`src/rtl/adler32_pkg.sv`:
```
// Shared constants, FSM state type and modulo helper for the parallel Adler-32 engine.
package adler32_pkg;

  localparam logic [15:0] ADLER_MOD  = 16'd65521;
  localparam logic [31:0] ADLER_INIT = 32'h0000_0001;

  // Stage-1 sum widths, sized for the widest legal beat (8 bytes).
  localparam int SA_W = 12;
  localparam int WB_W = 16;

  typedef enum logic [1:0] {
    ST_IDLE  = 2'd0,
    ST_RUN   = 2'd1,
    ST_FLUSH = 2'd2,
    ST_DONE  = 2'd3
  } adler_state_e;

  // 2^16 mod 65521 = 15, so hi*15+lo preserves the residue; two folds bring
  // any 20-bit operand below 2*65521, one subtract finishes the reduction.
  function automatic logic [15:0] mod65521_fold(input logic [19:0] x);
    logic [16:0] f1;
    logic [15:0] f2;
    f1 = ({13'd0, x[19:16]} * 17'd15) + {1'b0, x[15:0]};
    f2 = (f1[16] ? 16'd15 : 16'd0) + f1[15:0];
    return (f2 >= ADLER_MOD) ? (f2 - ADLER_MOD) : f2;
  endfunction

endpackage

```
`src/rtl/adler32_par_if.sv`:
```
// Beat/handshake bundle for adler32_par; master drives the stream, slave is the engine.
interface adler32_par_if #(
  parameter int DATA_WD = 32
) ();
  localparam int NBYTE = DATA_WD / 8;
  localparam int CW    = $clog2(NBYTE + 1);

  logic               start_i;
  logic               val_i;
  logic [DATA_WD-1:0] dat_i;
  logic               lst_i;
  logic [CW-1:0]      bcnt_i;
  logic               rdy_o;
  logic               done_o;
  logic               val_o;
  logic [31:0]        dat_o;

  modport master (
    output start_i, val_i, dat_i, lst_i, bcnt_i,
    input  rdy_o, done_o, val_o, dat_o
  );

  modport slave (
    input  start_i, val_i, dat_i, lst_i, bcnt_i,
    output rdy_o, done_o, val_o, dat_o
  );
endinterface

```
`src/rtl/adler32_lane_sum.sv`:
```
// Stage 1: per-beat byte sum and position-weighted sum over NBYTE lanes, registered.
module adler32_lane_sum
  import adler32_pkg::*;
#(
  parameter int NBYTE = 4,
  parameter int CW    = 3
) (
  input  logic               clk,
  input  logic               rstn,
  input  logic               clr_i,
  input  logic               vld_i,
  input  logic [8*NBYTE-1:0] dat_i,
  input  logic [CW-1:0]      n_i,
  output logic               vld_o,
  output logic [CW-1:0]      n_o,
  output logic [SA_W-1:0]    sa_o,
  output logic [WB_W-1:0]    wb_o
);

  logic [SA_W-1:0] sa_d, sa_q;
  logic [WB_W-1:0] wb_d, wb_q;
  logic [CW-1:0]   n_q;
  logic            vld_q;
  logic [7:0]      lane;

  // Lane 0 is the MSB byte, i.e. the first byte in stream order; it is
  // weighted n, the last valid byte is weighted 1.
  always_comb begin
    sa_d = '0;
    wb_d = '0;
    lane = '0;
    for (int k = 0; k < NBYTE; k++) begin
      lane = dat_i[8*(NBYTE-k)-1 -: 8];
      if (k < int'(n_i)) begin
        sa_d = sa_d + SA_W'(lane);
        wb_d = wb_d + WB_W'((int'(n_i) - k) * int'(lane));
      end
    end
  end

  always_ff @(posedge clk or negedge rstn) begin
    if (!rstn) begin
      vld_q <= 1'b0;
      n_q   <= '0;
      sa_q  <= '0;
      wb_q  <= '0;
    end else if (clr_i) begin
      vld_q <= 1'b0;
    end else begin
      vld_q <= vld_i;
      if (vld_i) begin
        n_q  <= n_i;
        sa_q <= sa_d;
        wb_q <= wb_d;
      end
    end
  end

  assign vld_o = vld_q;
  assign n_o   = n_q;
  assign sa_o  = sa_q;
  assign wb_o  = wb_q;

endmodule

```
`src/rtl/adler32_par.sv`:
```
// Parallel Adler-32 engine, NBYTE bytes per beat, final {B,A} on done_o.
// Build option ADLER32_RUNNING_EN: val_o/dat_o report the running checksum after every beat.
//
// state    | meaning
// ---------|-----------------------------------------------
// ST_IDLE  | no stream open, rdy_o low
// ST_RUN   | accepting beats
// ST_FLUSH | last beat accepted, pipeline draining (2 cycles)
// ST_DONE  | A/B final, done_o registered on the next edge
module adler32_par
  import adler32_pkg::*;
#(
  parameter int DATA_WD  = 32,
  parameter int MOD_BASE = 65521
) (
  input logic           clk,
  input logic           rstn,
  adler32_par_if.slave  bus
);

  localparam int NBYTE = DATA_WD / 8;
  localparam int CW    = $clog2(NBYTE + 1);
  localparam logic [16:0] MOD17 = 17'(MOD_BASE);

  adler_state_e state_q, state_d;
  logic         flush_cnt_q, flush_cnt_d;
  logic         done_d;

  logic               beat_vld_q;
  logic [DATA_WD-1:0] beat_dat_q;
  logic [CW-1:0]      beat_n_q;
  logic [15:0]        a_q, b_q;
  logic               done_q, val_q;
  logic [31:0]        dat_q;

  logic               accept;
  logic [CW-1:0]      n_in;
  logic               s1_vld;
  logic [CW-1:0]      s1_n;
  logic [SA_W-1:0]    s1_sa;
  logic [WB_W-1:0]    s1_wb;
  logic [16:0]        sum_a;
  logic [19:0]        sum_b;
  logic [15:0]        a_nxt, b_nxt;

  // A beat offered together with start_i belongs to the aborted stream.
  assign bus.rdy_o = (state_q == ST_RUN) && !bus.start_i;
  assign accept    = bus.val_i && bus.rdy_o;
  assign n_in      = (bus.lst_i && (bus.bcnt_i != '0)) ? bus.bcnt_i : CW'(NBYTE);

  adler32_lane_sum #(.NBYTE(NBYTE), .CW(CW)) u_lane_sum (
    .clk   (clk),
    .rstn  (rstn),
    .clr_i (bus.start_i),
    .vld_i (beat_vld_q),
    .dat_i (beat_dat_q),
    .n_i   (beat_n_q),
    .vld_o (s1_vld),
    .n_o   (s1_n),
    .sa_o  (s1_sa),
    .wb_o  (s1_wb)
  );

  // B uses the A from before this beat: each of the n bytes adds the old A once.
  always_comb begin
    sum_a = {1'b0, a_q} + 17'(s1_sa);
    a_nxt = (sum_a >= MOD17) ? 16'(sum_a - MOD17) : sum_a[15:0];
    sum_b = 20'(b_q) + (20'(s1_n) * 20'(a_q)) + 20'(s1_wb);
    b_nxt = mod65521_fold(sum_b);
  end

  always_ff @(posedge clk or negedge rstn) begin
    if (!rstn) begin
      state_q     <= ST_IDLE;
      flush_cnt_q <= 1'b0;
    end else begin
      state_q     <= state_d;
      flush_cnt_q <= flush_cnt_d;
    end
  end

  always_comb begin
    state_d     = state_q;
    flush_cnt_d = flush_cnt_q;
    done_d      = 1'b0;
    case (state_q)
      ST_IDLE: ;
      ST_RUN: begin
        if (accept && bus.lst_i) begin
          state_d     = ST_FLUSH;
          flush_cnt_d = 1'b1;
        end
      end
      ST_FLUSH: begin
        if (flush_cnt_q == 1'b0) state_d = ST_DONE;
        else                     flush_cnt_d = 1'b0;
      end
      ST_DONE: begin
        state_d = ST_IDLE;
        done_d  = 1'b1;
      end
      default: state_d = ST_IDLE;
    endcase
    if (bus.start_i) begin
      state_d     = ST_RUN;
      flush_cnt_d = 1'b0;
      done_d      = 1'b0;
    end
  end

  always_ff @(posedge clk or negedge rstn) begin
    if (!rstn) begin
      beat_vld_q <= 1'b0;
      beat_dat_q <= '0;
      beat_n_q   <= '0;
      a_q        <= ADLER_INIT[15:0];
      b_q        <= ADLER_INIT[31:16];
      done_q     <= 1'b0;
      val_q      <= 1'b0;
      dat_q      <= ADLER_INIT;
    end else if (bus.start_i) begin
      beat_vld_q <= 1'b0;
      a_q        <= ADLER_INIT[15:0];
      b_q        <= ADLER_INIT[31:16];
      done_q     <= 1'b0;
      val_q      <= 1'b0;
      dat_q      <= ADLER_INIT;
    end else begin
      beat_vld_q <= accept;
      if (accept) begin
        beat_dat_q <= bus.dat_i;
        beat_n_q   <= n_in;
      end
      if (s1_vld) begin
        a_q <= a_nxt;
        b_q <= b_nxt;
      end
      done_q <= done_d;
`ifdef ADLER32_RUNNING_EN
      val_q <= s1_vld;
      if (s1_vld)      dat_q <= {b_nxt, a_nxt};
      else if (done_d) dat_q <= {b_q, a_q};
`else
      val_q <= done_d;
      if (done_d) dat_q <= {b_q, a_q};
`endif
    end
  end

  assign bus.done_o = done_q;
  assign bus.val_o  = val_q;
  assign bus.dat_o  = dat_q;

endmodule
```
`src/flat_wrapper.sv`:
```
// flat-port wrapper written by rule: the top's interface ports become plain ports
module adler32_par_flat import adler32_pkg::*;
#(
  parameter int DATA_WD  = 32,
  parameter int MOD_BASE = 65521
)
  (clk, rstn, bus_start_i, bus_val_i, bus_dat_i, bus_lst_i, bus_bcnt_i, bus_rdy_o, bus_done_o, bus_val_o, bus_dat_o);
  adler32_par_if #(.DATA_WD(DATA_WD)) bus_i ();
  input logic clk;
  input logic rstn;
  input wire logic [$bits(bus_i.start_i)-1:0] bus_start_i;
  input wire logic [$bits(bus_i.val_i)-1:0] bus_val_i;
  input wire logic [$bits(bus_i.dat_i)-1:0] bus_dat_i;
  input wire logic [$bits(bus_i.lst_i)-1:0] bus_lst_i;
  input wire logic [$bits(bus_i.bcnt_i)-1:0] bus_bcnt_i;
  output wire logic [$bits(bus_i.rdy_o)-1:0] bus_rdy_o;
  output wire logic [$bits(bus_i.done_o)-1:0] bus_done_o;
  output wire logic [$bits(bus_i.val_o)-1:0] bus_val_o;
  output wire logic [$bits(bus_i.dat_o)-1:0] bus_dat_o;
  assign bus_i.start_i = bus_start_i;
  assign bus_i.val_i = bus_val_i;
  assign bus_i.dat_i = bus_dat_i;
  assign bus_i.lst_i = bus_lst_i;
  assign bus_i.bcnt_i = bus_bcnt_i;
  assign bus_rdy_o = bus_i.rdy_o;
  assign bus_done_o = bus_i.done_o;
  assign bus_val_o = bus_i.val_o;
  assign bus_dat_o = bus_i.dat_o;
  adler32_par #(.DATA_WD(DATA_WD), .MOD_BASE(MOD_BASE)) u_core (.clk(clk), .rstn(rstn), .bus(bus_i));
endmodule
```
`config.mk`:
```
export PLATFORM = sky130hd
export DESIGN_NAME = adler32_par_flat
export DESIGN_NICKNAME = d
export VERILOG_FILES = /design/src/rtl/adler32_pkg.sv /design/src/rtl/adler32_par_if.sv /design/src/rtl/adler32_lane_sum.sv /design/src/rtl/adler32_par.sv /design/src/flat_wrapper.sv
export SDC_FILE = /design/constraint.sdc
export NUM_CORES = 1
export LEC_CHECK = 0
export BUFFER_PORTS_ARGS = -buffer_cell sky130_fd_sc_hd__buf_4
export CORE_AREA = 2 2 266 268
export DETAILED_ROUTE_END_ITERATION = 10
export DIE_AREA = 0 0 268 270
export PLACE_DENSITY = 0.46
export REMOVE_ABC_BUFFERS = 1
export SLEW_MARGIN = 20
export SYNTH_ARGS = -nofsm -noshare
export SYNTH_HDL_FRONTEND = slang
export SYNTH_HIERARCHICAL = 1
export SYNTH_SLANG_ARGS = --single-unit
```
`constraint.sdc`:
```
create_clock -name clk -period 11.6 [get_ports clk]
set_input_delay 0.58 -clock clk [delete_from_list [all_inputs] [get_ports clk]]
set_output_delay 0.58 -clock clk [all_outputs]
set_load 0.02 [all_outputs]
```
---- After elaboration in Yosys (flattened, before gate mapping) ----
Index checks and enable logic that the tools add are counted.
storage, ports and cells
  flip-flop bits (word level) ............. 136
  word-level logic and storage cells ...... 91
operators by class
  $add $sub $neg .......................... 16
  multiply operators ...................... 6
  $lt $le $gt $ge ......................... 6
  eq/ne operators ......................... 5
  mux-type cells .......................... 30
  bitwise logic cells ..................... 1
  reduce and logical (&&, ||, !) cells .... 14
operators with widths
  kind                    number
  $mux 16                 9
  $add 16x16->16          4
  $mux 32                 2
  $mul 4x9->13            3
  $add 12x8->12           3
  $mux 12                 3
  $sub 16x16->16 const B  2
  $add 16x19->20          1
  $add 20x16->20          1
  $mul 3x16->19           1
  $add 16x12->17          1
  $add 8x16->17           1
  $ge 17x16->1 const B    1
  $ge 16x16->1 const B    1
  $mul 3x8->11            1
  $mux 11                 1
  $mul 4x4->8 const B     1
  $mux 8                  1
  $sub 3x2->4 const B     2
  $mux 1                  7
  $lt 1x3->1 const A      2
  $lt 2x3->1 const A      2
  $mux 2                  3
  $ne 3x3->1 const B      2
  15 further kinds        23

---- Longest topological paths before layout ----
Gate-level depths: netlist (run 1).
  depth in word-level cells ............... 11
  gate-level depth with buffers ........... 48

---- Cells and area by module ----
The synthesis (run 1) kept the hierarchy.
modules (own cells, without submodules)
  module            times used  cells an instance  area an instance (um2)  sequential area each (um2)
  adler32_par       1           921                8,854.7                 2,605.0
  adler32_lane_sum  1           1,064              8,418.1                 775.7

---- Worst setup path before layout (run 1) ----
Ideal clock, no wire load.
  path type ............................... reg2reg
  from .................................... register u_core.u_lane_sum.n_q[2] (netlist: u_core/u_lane_sum/n_o[2])
  to ...................................... register u_core.b_q[12]
  arrival ................................. 10.097 ns
  setup slack ............................. 1.381 ns
  cell stages (with the launch flop) ...... 46
  path through ............................ dfrtp_1 > clkbuf_1 > and2_1 > fa_1 > fa_1 > inv_1 > fa_1 > inv_1 > ha_1 > and2_1 > a221oi_2 > a21oi_2 > a21boi_0 > o21ai_0 > a21o_1 > a21oi_1 > o21bai_1 > a21oi_1 > [... 10 more ...] > a21oi_1 > and3b_1 > o211a_4 > and3_1 > nand2_1 > nor3_1 > ha_1 > a21o_1 > a21oi_1 > nor2b_1 > o211ai_1 > nor2_1 > a211oi_1 > xnor2_1 > nand3_2 > nor4_2 > nand3b_1 > a32o_1
between the ends
  cells in the longest elaborated chain, start to end .. 11
  elaborated cells on any way between the ends .. 12
RTL lines
  item                                            line                    text
  from (decl)                                     adler32_lane_sum.sv:22  logic [CW-1:0] n_q;
  from (signal assigned)                          adler32_lane_sum.sv:52  n_q <= n_i;
  $mul 3x16->19 (*)                               adler32_par.sv:68       sum_b = 20'(b_q) + (20'(s1_n) * 20'(a_q)) + 20'(s1_wb);
  $add 16x19->20 (*)                              adler32_par.sv:68
  $add 20x16->20 (*)                              adler32_par.sv:68
  $mul 4x4->8                                     adler32_pkg.sv:23       f1 = ({13'd0, x[19:16]} * 17'd15) + {1'b0, x[15:0]};
  $add 8x16->17 (*)                               adler32_pkg.sv:23
  $mux 4                                          adler32_pkg.sv:24       f2 = (f1[16] ? 16'd15 : 16'd0) + f1[15:0];
  $add 16x16->16 (*)                              adler32_pkg.sv:24
  $sub 16x16->16 or $ge 16x16->1 (tied branches)  adler32_pkg.sv:25       return (f2 >= ADLER_MOD) ? (f2 - ADLER_MOD) : f2;
  $mux 16 (*)                                     adler32_pkg.sv:25
  $mux 16 (*)                                     adler32_par.sv:134      if (s1_vld) begin
  $mux 16 (*)                                     adler32_par.sv:121      end else if (bus.start_i) begin
  to (signal assigned)                            adler32_par.sv:117      b_q <= ADLER_INIT[31:16];
  to (signal assigned)                            adler32_par.sv:124      b_q <= ADLER_INIT[31:16];
  to (signal assigned)                            adler32_par.sv:136      b_q <= b_nxt;
  to (decl)                                       adler32_par.sv:32       logic [15:0] a_q, b_q;
Mark *: on every way between the ends. The rest lies on a longest branch, timed or not. The select of a mux whose other input is x is not followed.
A chain may end at the register's enable or synchronous reset.

---- Final worst setup path (run 1) ----
Same ends and word-level chain as after synthesis.

==> results of run 1 <==
==> area by class of cell <==
type | count | area (um^2) | share of cell area
multi-input combinational | 1573 | 12850 | 0.6592
sequential | 135 | 3385 | 0.1736
tap | 940 | 1176 | 0.06031
inverter | 216 | 810.8 | 0.04158
timing repair buffer | 92 | 694.4 | 0.03561
clock buffer | 17 | 425.4 | 0.02181
clock inverter | 15 | 155.1 | 0.007956
==> per-layer routing <==
layer | global-route usage | share of wire
met2 | 0.2338 | 0.49
met4 | 0.02573 | 0.010
met1 | 0.1854 | 0.47
met5 | 0 | 0
met3 | 0.01805 | 0.026
==> synthesized netlist by cell type (39+ instances only) <==
cell type and count:
nand2_1 167, a22o_1 39, xnor2_1 85, o21ai_0 74, inv_1 214, nand2b_1 44, fa_1 106, nor2_1 129
nor2b_1 55, mux2_2 42, ha_1 220, a21o_1 40, dfrtp_1 133, a21oi_1 112, and2_1 66, clkbuf_1 48
xor2_1 47
==> kinds of logic after synthesis <==
kind of cell             Yosys count  synth area share
XOR/XNOR                         133           0.06853
AO/OA/AOI/OAI                    456            0.1808
adder cells (fa/ha/maj)          326            0.2822
other                              2         0.0004348
AND/OR/NAND/NOR                  604            0.1776
buffers and inverters            277           0.06150
flip-flops                       135            0.1957
multiplexers                      52           0.03318
==> state kept, by name (all words and copies together), names as in the netlist, 2 cells and up <==
| register | count |
|---|---|
| u_core/beat_n_q | 3 |
| u_core/u_lane_sum/sa_o | 11 |
| u_core/state_q | 2 |
| u_core/u_lane_sum/n_o | 3 |
| u_core/a_q | 16 |
| u_core/beat_dat_q | 32 |
| u_core/b_q | 16 |
| u_core/bus.dat_o | 32 |
| u_core/u_lane_sum/wb_o | 16 |
==> worst reg2reg max path, delay by kind of cell (launching register included) <==
kind	cells	cell delay, ps
xor+xnor	3	850
fa+ha+maj	9	3850
simple gates	10	1960
compound gates	15	3360
buf+inv	5	390
flops	1	510
==> final timing paths <==
kind                                                       start                                    end  slack (ps)  cells after the start
setup / recovery            u_core/u_lane_sum/n_o[2]$_DFFE_PN0P_             u_core/b_q[12]$_DFFE_PN0P_         580                     42
hold / removal                                              rstn      u_core/beat_dat_q[22]$_DFFE_PN0P_         110                      1
setup reg to reg            u_core/u_lane_sum/n_o[2]$_DFFE_PN0P_             u_core/b_q[12]$_DFFE_PN0P_         580                     42
hold reg to reg            u_core/u_lane_sum/wb_o[2]$_DFFE_PN0P_  u_core/u_lane_sum/wb_o[2]$_DFFE_PN0P_         480                      2
max in group asynchronous                                   rstn   u_core/u_lane_sum/n_o[2]$_DFFE_PN0P_       10050                      2
min in group clk                                    bus_dat_i[4]       u_core/beat_dat_q[4]$_DFFE_PN0P_         350                      2
==> metrics by stage <==
step                      instances  cell area [um^2]
after floorplan                1924             17020
after global placement         2954             18890
after detailed placement       2954             18890
after CTS                      2986             19470
after global routing           2988             19500
final                          2988             19500
==> timing repair <==
action,CTS,global route
setup buffers,0,2
hold buffers,0,0
setup endpoints to repair,0,16
gates resized for setup,0,6
==> summary by stage, run 1 <==
GRT
For this run the aggregate overflow at the end of global routing stands at 0. The first global-routing pass estimated 78390 um of wire. The all-layer global routing usage is 0.1372.

The number of antenna violations at the first check in global routing came to 0. The via count of the first global-routing pass is 14000. The pin count of the biggest net entering global routing is 71.

Die
The die is 268 um wide. After floorplanning, the core was divided into 97 placement rows. The core area is 69540 um^2. The effective utilization at floorplan is 0.2484. The number of ports placed on the die boundary is 75.

The die covers 72360 um^2. The die outline height is 270 um.

Timing
At the pin with the least slew margin, the transition time is 890.5 ps. The number of hold-slack violations in the final timing report is 0. After layout, the worst setup slack is 583.2 ps. Clock skew on the completed layout was measured at 16.77 ps. The number of slew-limit violations in the final report is 0. The worst max-slew margin expressed relative to the limit is 0.3970.

Dividing the final minimum period by the clock period gives 0.9497. The minimum clock period is 11020 ps. For the final routed database, the setup TNS stands at 0 ps. Setup violations remaining at the end of the flow were counted as 0.

Based on the critical path, the design can be clocked at up to 90.77 MHz. The hold slack is 110.2 ps.

Logic synthesis
The predominant post-synthesis flop cell is dfrtp_1. After synthesis the netlist holds a flip-flop and latch count of 135. The number of synthesized flops with an enable pin is 0.

The share of the yosys chip area belonging to registers is 0.1957. For this run, the number of Yosys warnings is 6. Of all cell types, the one taking the most synthesized area is dfrtp_1.

Ranked by total cell area, the synthesized netlist is headed by dfrtp_1, ha_1, fa_1. The post-synthesis average cell area is 8.702 um^2. The number of distinct standard cells referenced by the synthesized netlist is 94. In the synthesized netlist, the number of instances is 1985.

The area share of the largest cell type after synthesis is 0.1927. The proportion of synthesized flip-flops having asynchronous set or reset is 1.000. The area of the mapped netlist is 17270 um^2.

Clocking
The total clock sinks is 135. The total CTS buffers is 17. The buffer depth of the longest clock path is 2. The H-tree depth is 4. The root buffer selected by CTS is clkbuf_16. After clock tree synthesis, the clock-pin slew on the worst setup and hold paths is 70 ps. The CTS tree is yes. The source-to-sink clock delay at the later pin of the worst-skew pair is 460 ps.

Setup path
The critical path contains buffers and inverters numbering 5 combined. The library cell appearing most often on the critical path is fa_1. The element type at the critical path start is a flop. The kind of cell with the highest combined delay along the critical path is adder cells. Among all stages on the critical path, the largest delay is contributed by fa_1. The peak per-stage delay on the critical path is 520 ps. The data required time of the critical path is 11950 ps. The data arrival at the endpoint of the critical path is 11370 ps. STA classifies the critical path endpoint as a flop.

In this run the worst path has a maximum fanout of 17. The critical path class is reg2reg.

Drt
The via count normalized by instance count is 4.673. The post-detailed-route wirelength per cell is 16.34 um. The remaining routing DRC violations is 0. For this run, the detailed router's first-pass iteration total came to 7.

The number of nets with antenna violations after detailed routing is 0. The starting DRC count in detailed routing is 727. Summing over every cut layer, the via total after detailed routing is 13960. The overall routed net length is 48810 um.

Layout
The area overhead of the layout relative to synthesis is 12.90%. The number of antenna repair diodes is 0. The number of filler instances in the final layout is 7498. The share of post-route cells with drive strength above 1 is 0.1055. The library cell used most frequently in the layout, excluding fill and tap cells, is ha_1.

For this run, the share of the core covered by cells in the final layout is 0.2804. Leaving out fill and tap cells, the most frequent cells in the layout are ha_1, inv_1, nand2_1, dfrtp_1, nor2_1. At the end of the flow, the number of nets in the layout was 2401.

Job
The total of max-cap violations is 0.

Worst hold path
In this run the worst hold path is classified as in2async.

Place
The global placer's final weighted congestion is 0.8449. Detailed placement ended at an HPWL of 39840 um. During placement, the flow inserted port buffers numbering 74. Timing analysis after detailed placement gives a worst setup slack of 429.1 ps.

Run status
The run finished with clean final reports.
Power of run 1 is not shown: default switching activity piles up to over one toggle a cycle in this logic, so the estimate is an artifact.
==> run 2: changes to the inputs <==
--- a/config.mk
+++ b/config.mk
@@ -5,13 +5,14 @@
 export SDC_FILE = /design/constraint.sdc
 export NUM_CORES = 1
 export LEC_CHECK = 0
+export ABC_AREA = 1
 export BUFFER_PORTS_ARGS = -buffer_cell sky130_fd_sc_hd__buf_4
-export CORE_AREA = 2 2 266 268
+export CORE_AREA = 2 2 172 174
 export DETAILED_ROUTE_END_ITERATION = 10
-export DIE_AREA = 0 0 268 270
-export PLACE_DENSITY = 0.46
+export DIE_AREA = 0 0 174 176
+export PLACE_DENSITY = 0.9
 export REMOVE_ABC_BUFFERS = 1
-export SLEW_MARGIN = 20
+export SLEW_MARGIN = 25
 export SYNTH_ARGS = -nofsm -noshare
 export SYNTH_HDL_FRONTEND = slang
 export SYNTH_HIERARCHICAL = 1
==> run 2 against run 1 <==
Compared with the run above: register-to-register slack better by 980 ps; via count is 27% higher; design area is 2.0% higher; die area is 58% lower; hold slack better by 38 ps; setup slack better by 980 ps; maximum frequency is 9.8% higher; final cell count is 4.7% higher; critical endpoint is now u_core/b_q[7]$_DFFE_PN0P_; largest cell class unchanged.
==> summary by stage, run 2 <==
Setup path
The most critical setup path has its startpoint at u_core/u_lane_sum/n_o[1]$_DFFE_PN0P_. The critical path's slowest cell is dfrtp_1. The startpoint identified for the worst register-to-register timing path is u_core/u_lane_sum/n_o[1]$_DFFE_PN0P_. The setup path with the least slack is of type reg2reg. STA classifies the critical path startpoint as a flop.

The worst-case reg-to-reg path depth is 55. STA puts the critical path data required time at 11910 ps. The library cell appearing most often on the critical path is nand2_1. The peak per-stage delay on the critical path is 690 ps.

The register-to-register path setup slack is 1570 ps. The data arrival at the endpoint of the critical path is 10350 ps. The endpoint type of the worst setup path is a flop. The endpoint of the most critical register-to-register path is u_core/b_q[7]$_DFFE_PN0P_. The largest fanout on the critical path is 17.

The timing endpoint of the critical path is u_core/b_q[7]$_DFFE_PN0P_.

Logic synthesis
In the post-synthesis netlist, the biggest area contributors are dfrtp_1, nand2_1, ha_1. The predominant post-synthesis flop cell is dfrtp_1. nand2_1 is the most common cell in the netlist. The proportion of synthesized flip-flops having asynchronous set or reset is 1.000. The share of synthesized area in the top cell type comes to 0.1802. In this run, synthesis produced a sequential element count of 135. Counting every instance in the synthesized netlist gives 2682.

The number of synthesized flops with an enable pin is 0. Of all cell types, the one taking the most synthesized area is dfrtp_1. The number of distinct standard cells referenced by the synthesized netlist is 59. In this run the mean area of a mapped cell was 6.888 um^2. The share of the Yosys chip area taken by registers is 0.1830.

By count the netlist is led by nand2_1, inv_1, ha_1, nand3_1, nor2_1. The area of the mapped netlist is 18470 um^2. The warning count from the yosys run is 6.

Clocking
The clock reaches the later pin of the worst-skew pair after 430 ps. For this design, the sink count on the clock tree is 135. The number of setup buffers added after CTS is 0. The count of hold buffers inserted by post-cts repair is 0. The clock passes through at most 2 buffers. After clock tree synthesis, the clock-pin slew on the worst setup and hold paths is 60 ps. The total CTS buffers is 17. The number of cells upsized or downsized after cts is 0.

The root buffer selected by CTS is clkbuf_16. The CTS tree is yes. The H-tree generated during clock tree synthesis spans 4 levels.

Timing
Dividing the final minimum period by the clock period gives 0.8650. Setup repair after global routing left no endpoint under its margin. The hold slack is 148.5 ps.

The worst max-slew margin expressed relative to the limit is 0.3157. Timing would allow up to 99.66 MHz. The minimum clock period is 10030 ps. Clock skew on the completed layout was measured at 7.127 ps. The number of hold-slack violations in the final timing report was 0. Setup violations remaining at the end of the flow were counted as 0. For the pin with the worst max-slew slack, the measured transition is 1025 ps. The number of slew-limit violations in the final report was 0.

The total negative slack is 0 ps.

Place
The count of port buffers added during placement is 74. Routability-driven placement finished with a final weighted congestion of 1.003. Detailed placement finished with a half-perimeter wire length of 39200 um.

Worst hold path
The class of the tightest hold or removal check is in2async.

Drt
The detail route stage leaves a number of antenna-violating nets equal to 0. The post-detailed-route wirelength per cell is 15.66 um. The first routing iteration left 1567 violations.

The routed layout has 17710 vias. Before antenna repair, the detailed router went through 7 iterations. After detailed routing, the total wire length is 49000 um. The via count normalized by instance count is 5.663. The remaining routing DRC violations is 0.

Layout
The repair_antennas step left the layout with diodes totalling 0. The post-layout net count is 3097. Relative to the synthesized area, the layout overhead comes to 7.660%. In the final layout, the share of cells above drive strength 1 is 0.08491.

The library cell used most frequently in the layout, excluding fill and tap cells, is nand2_1. The library cells used most frequently in the layout, excluding fill and tap cells, are nand2_1, inv_1, ha_1, nand3_1, nor2_1.

GRT
The first global-routing pass estimated 82340 um of wire. The number of antenna violations at the first check in global routing is 0. After global routing the overflow that remains totals 0. The pin count of the biggest net entering global routing is 73.

Across every metal layer, demand over resource in global routing totals 0.3278. The via count of the first global-routing pass is 17650.

Job
The tool flagged a number of max-cap violations equal to 0.

Die
The initialized floorplan defines 62 standard-cell rows. The number of ports placed on the die boundary is 75. The floorplan die area is 30620 um^2. The region available for standard cell placement spans 28550 um^2. Measured along the x axis, the die boundary spans 174 um. The effective utilization at floorplan is 0.6471.

The die outline height is 176 um.

Run status
The run finished with clean final reports.
## run 2: changes by cell type after synthesis, sizes merged, moves of 53 or more
cell	delta
nand2	+688
xnor2	-53
nand3	+147
inv	+285
nor2b	-56
and2	-57
## run 2: final cells by class
cell class,count,area [um^2]
clock inverters,13,121.4
fillers,2318,8660
well taps,384,480.5
clock buffers,19,442.9
multi-input cells,1995,12970
flip-flops and latches,135,3381
repair buffers,80,604.3
inverters,502,1891
## run 2: logic make-up (layout without fill, tap and decap cells)
logic type | after synthesis | after routing | share of synthesized area
flip-flops | 135 | 135 | 0.1830
AND/OR/NAND/NOR | 1284 | 1284 | 0.2980
XOR/XNOR | 85 | 85 | 0.04111
buffers and inverters | 552 | 614 | 0.1151
adder cells (fa/ha/maj) | 326 | 326 | 0.2639
multiplexers | 3 | 3 | 0.002506
AO/OA/AOI/OAI | 295 | 295 | 0.09598
other | 2 | 2 | 0.0004065
## run 2: worst min path at each step
stage	depth (start not counted)	start	slack (ps)	end
2_1_floorplan	0	rstn	280	u_core/a_q[10]$_DFFE_PN0P_
3_3_place_gp	2	u_core/bus.dat_o[28]$_DFFE_PN0P_	460	u_core/bus.dat_o[28]$_DFFE_PN0P_
3_5_place_dp	2	u_core/bus.dat_o[18]$_DFFE_PN0P_	480	u_core/bus.dat_o[18]$_DFFE_PN0P_
4_1_cts	1	rstn	170	u_core/b_q[8]$_DFFE_PN0P_
5_1_grt	1	rstn	200	u_core/b_q[6]$_DFFE_PN0P_
6_report	1	rstn	150	u_core/b_q[8]$_DFFE_PN0P_
## run 2: per-stage QoR
stage / std cells / utilization / setup slack, ps / cell area, um^2
after floorplan: 2632 / - / 2750 / 18240
after global placement: 3096 / 0.6769 / 2209 / 19320
after detailed placement: 3096 / 0.6769 / 1782 / 19320
after CTS: 3128 / 0.6967 / 1710 / 19890
after global routing: 3128 / 0.6967 / 582.9 / 19890
final: 3128 / 0.6967 / 1566 / 19890
## run 2: routing by layer
metal	track usage	vias to the layer above	routed length (um)
li1	-	8502	-
met1	0.3848	8331	19220
met5	0	-	0
met4	0.1649	0	2326
met2	0.5891	708	24690
met3	0.04479	172	2762
## run 2: critical path: cells and delay by family, from the launching register on
kind                     cells  cell delay (ps)
buffers and inverters        8              530
flip-flops                   1              690
XOR/XNOR                     2              550
AND/OR/NAND/NOR             30             3770
adder cells (fa/ha/maj)     10             3690
AO/OA/AOI/OAI                5              660
Power of run 2 is left out for the same reason.
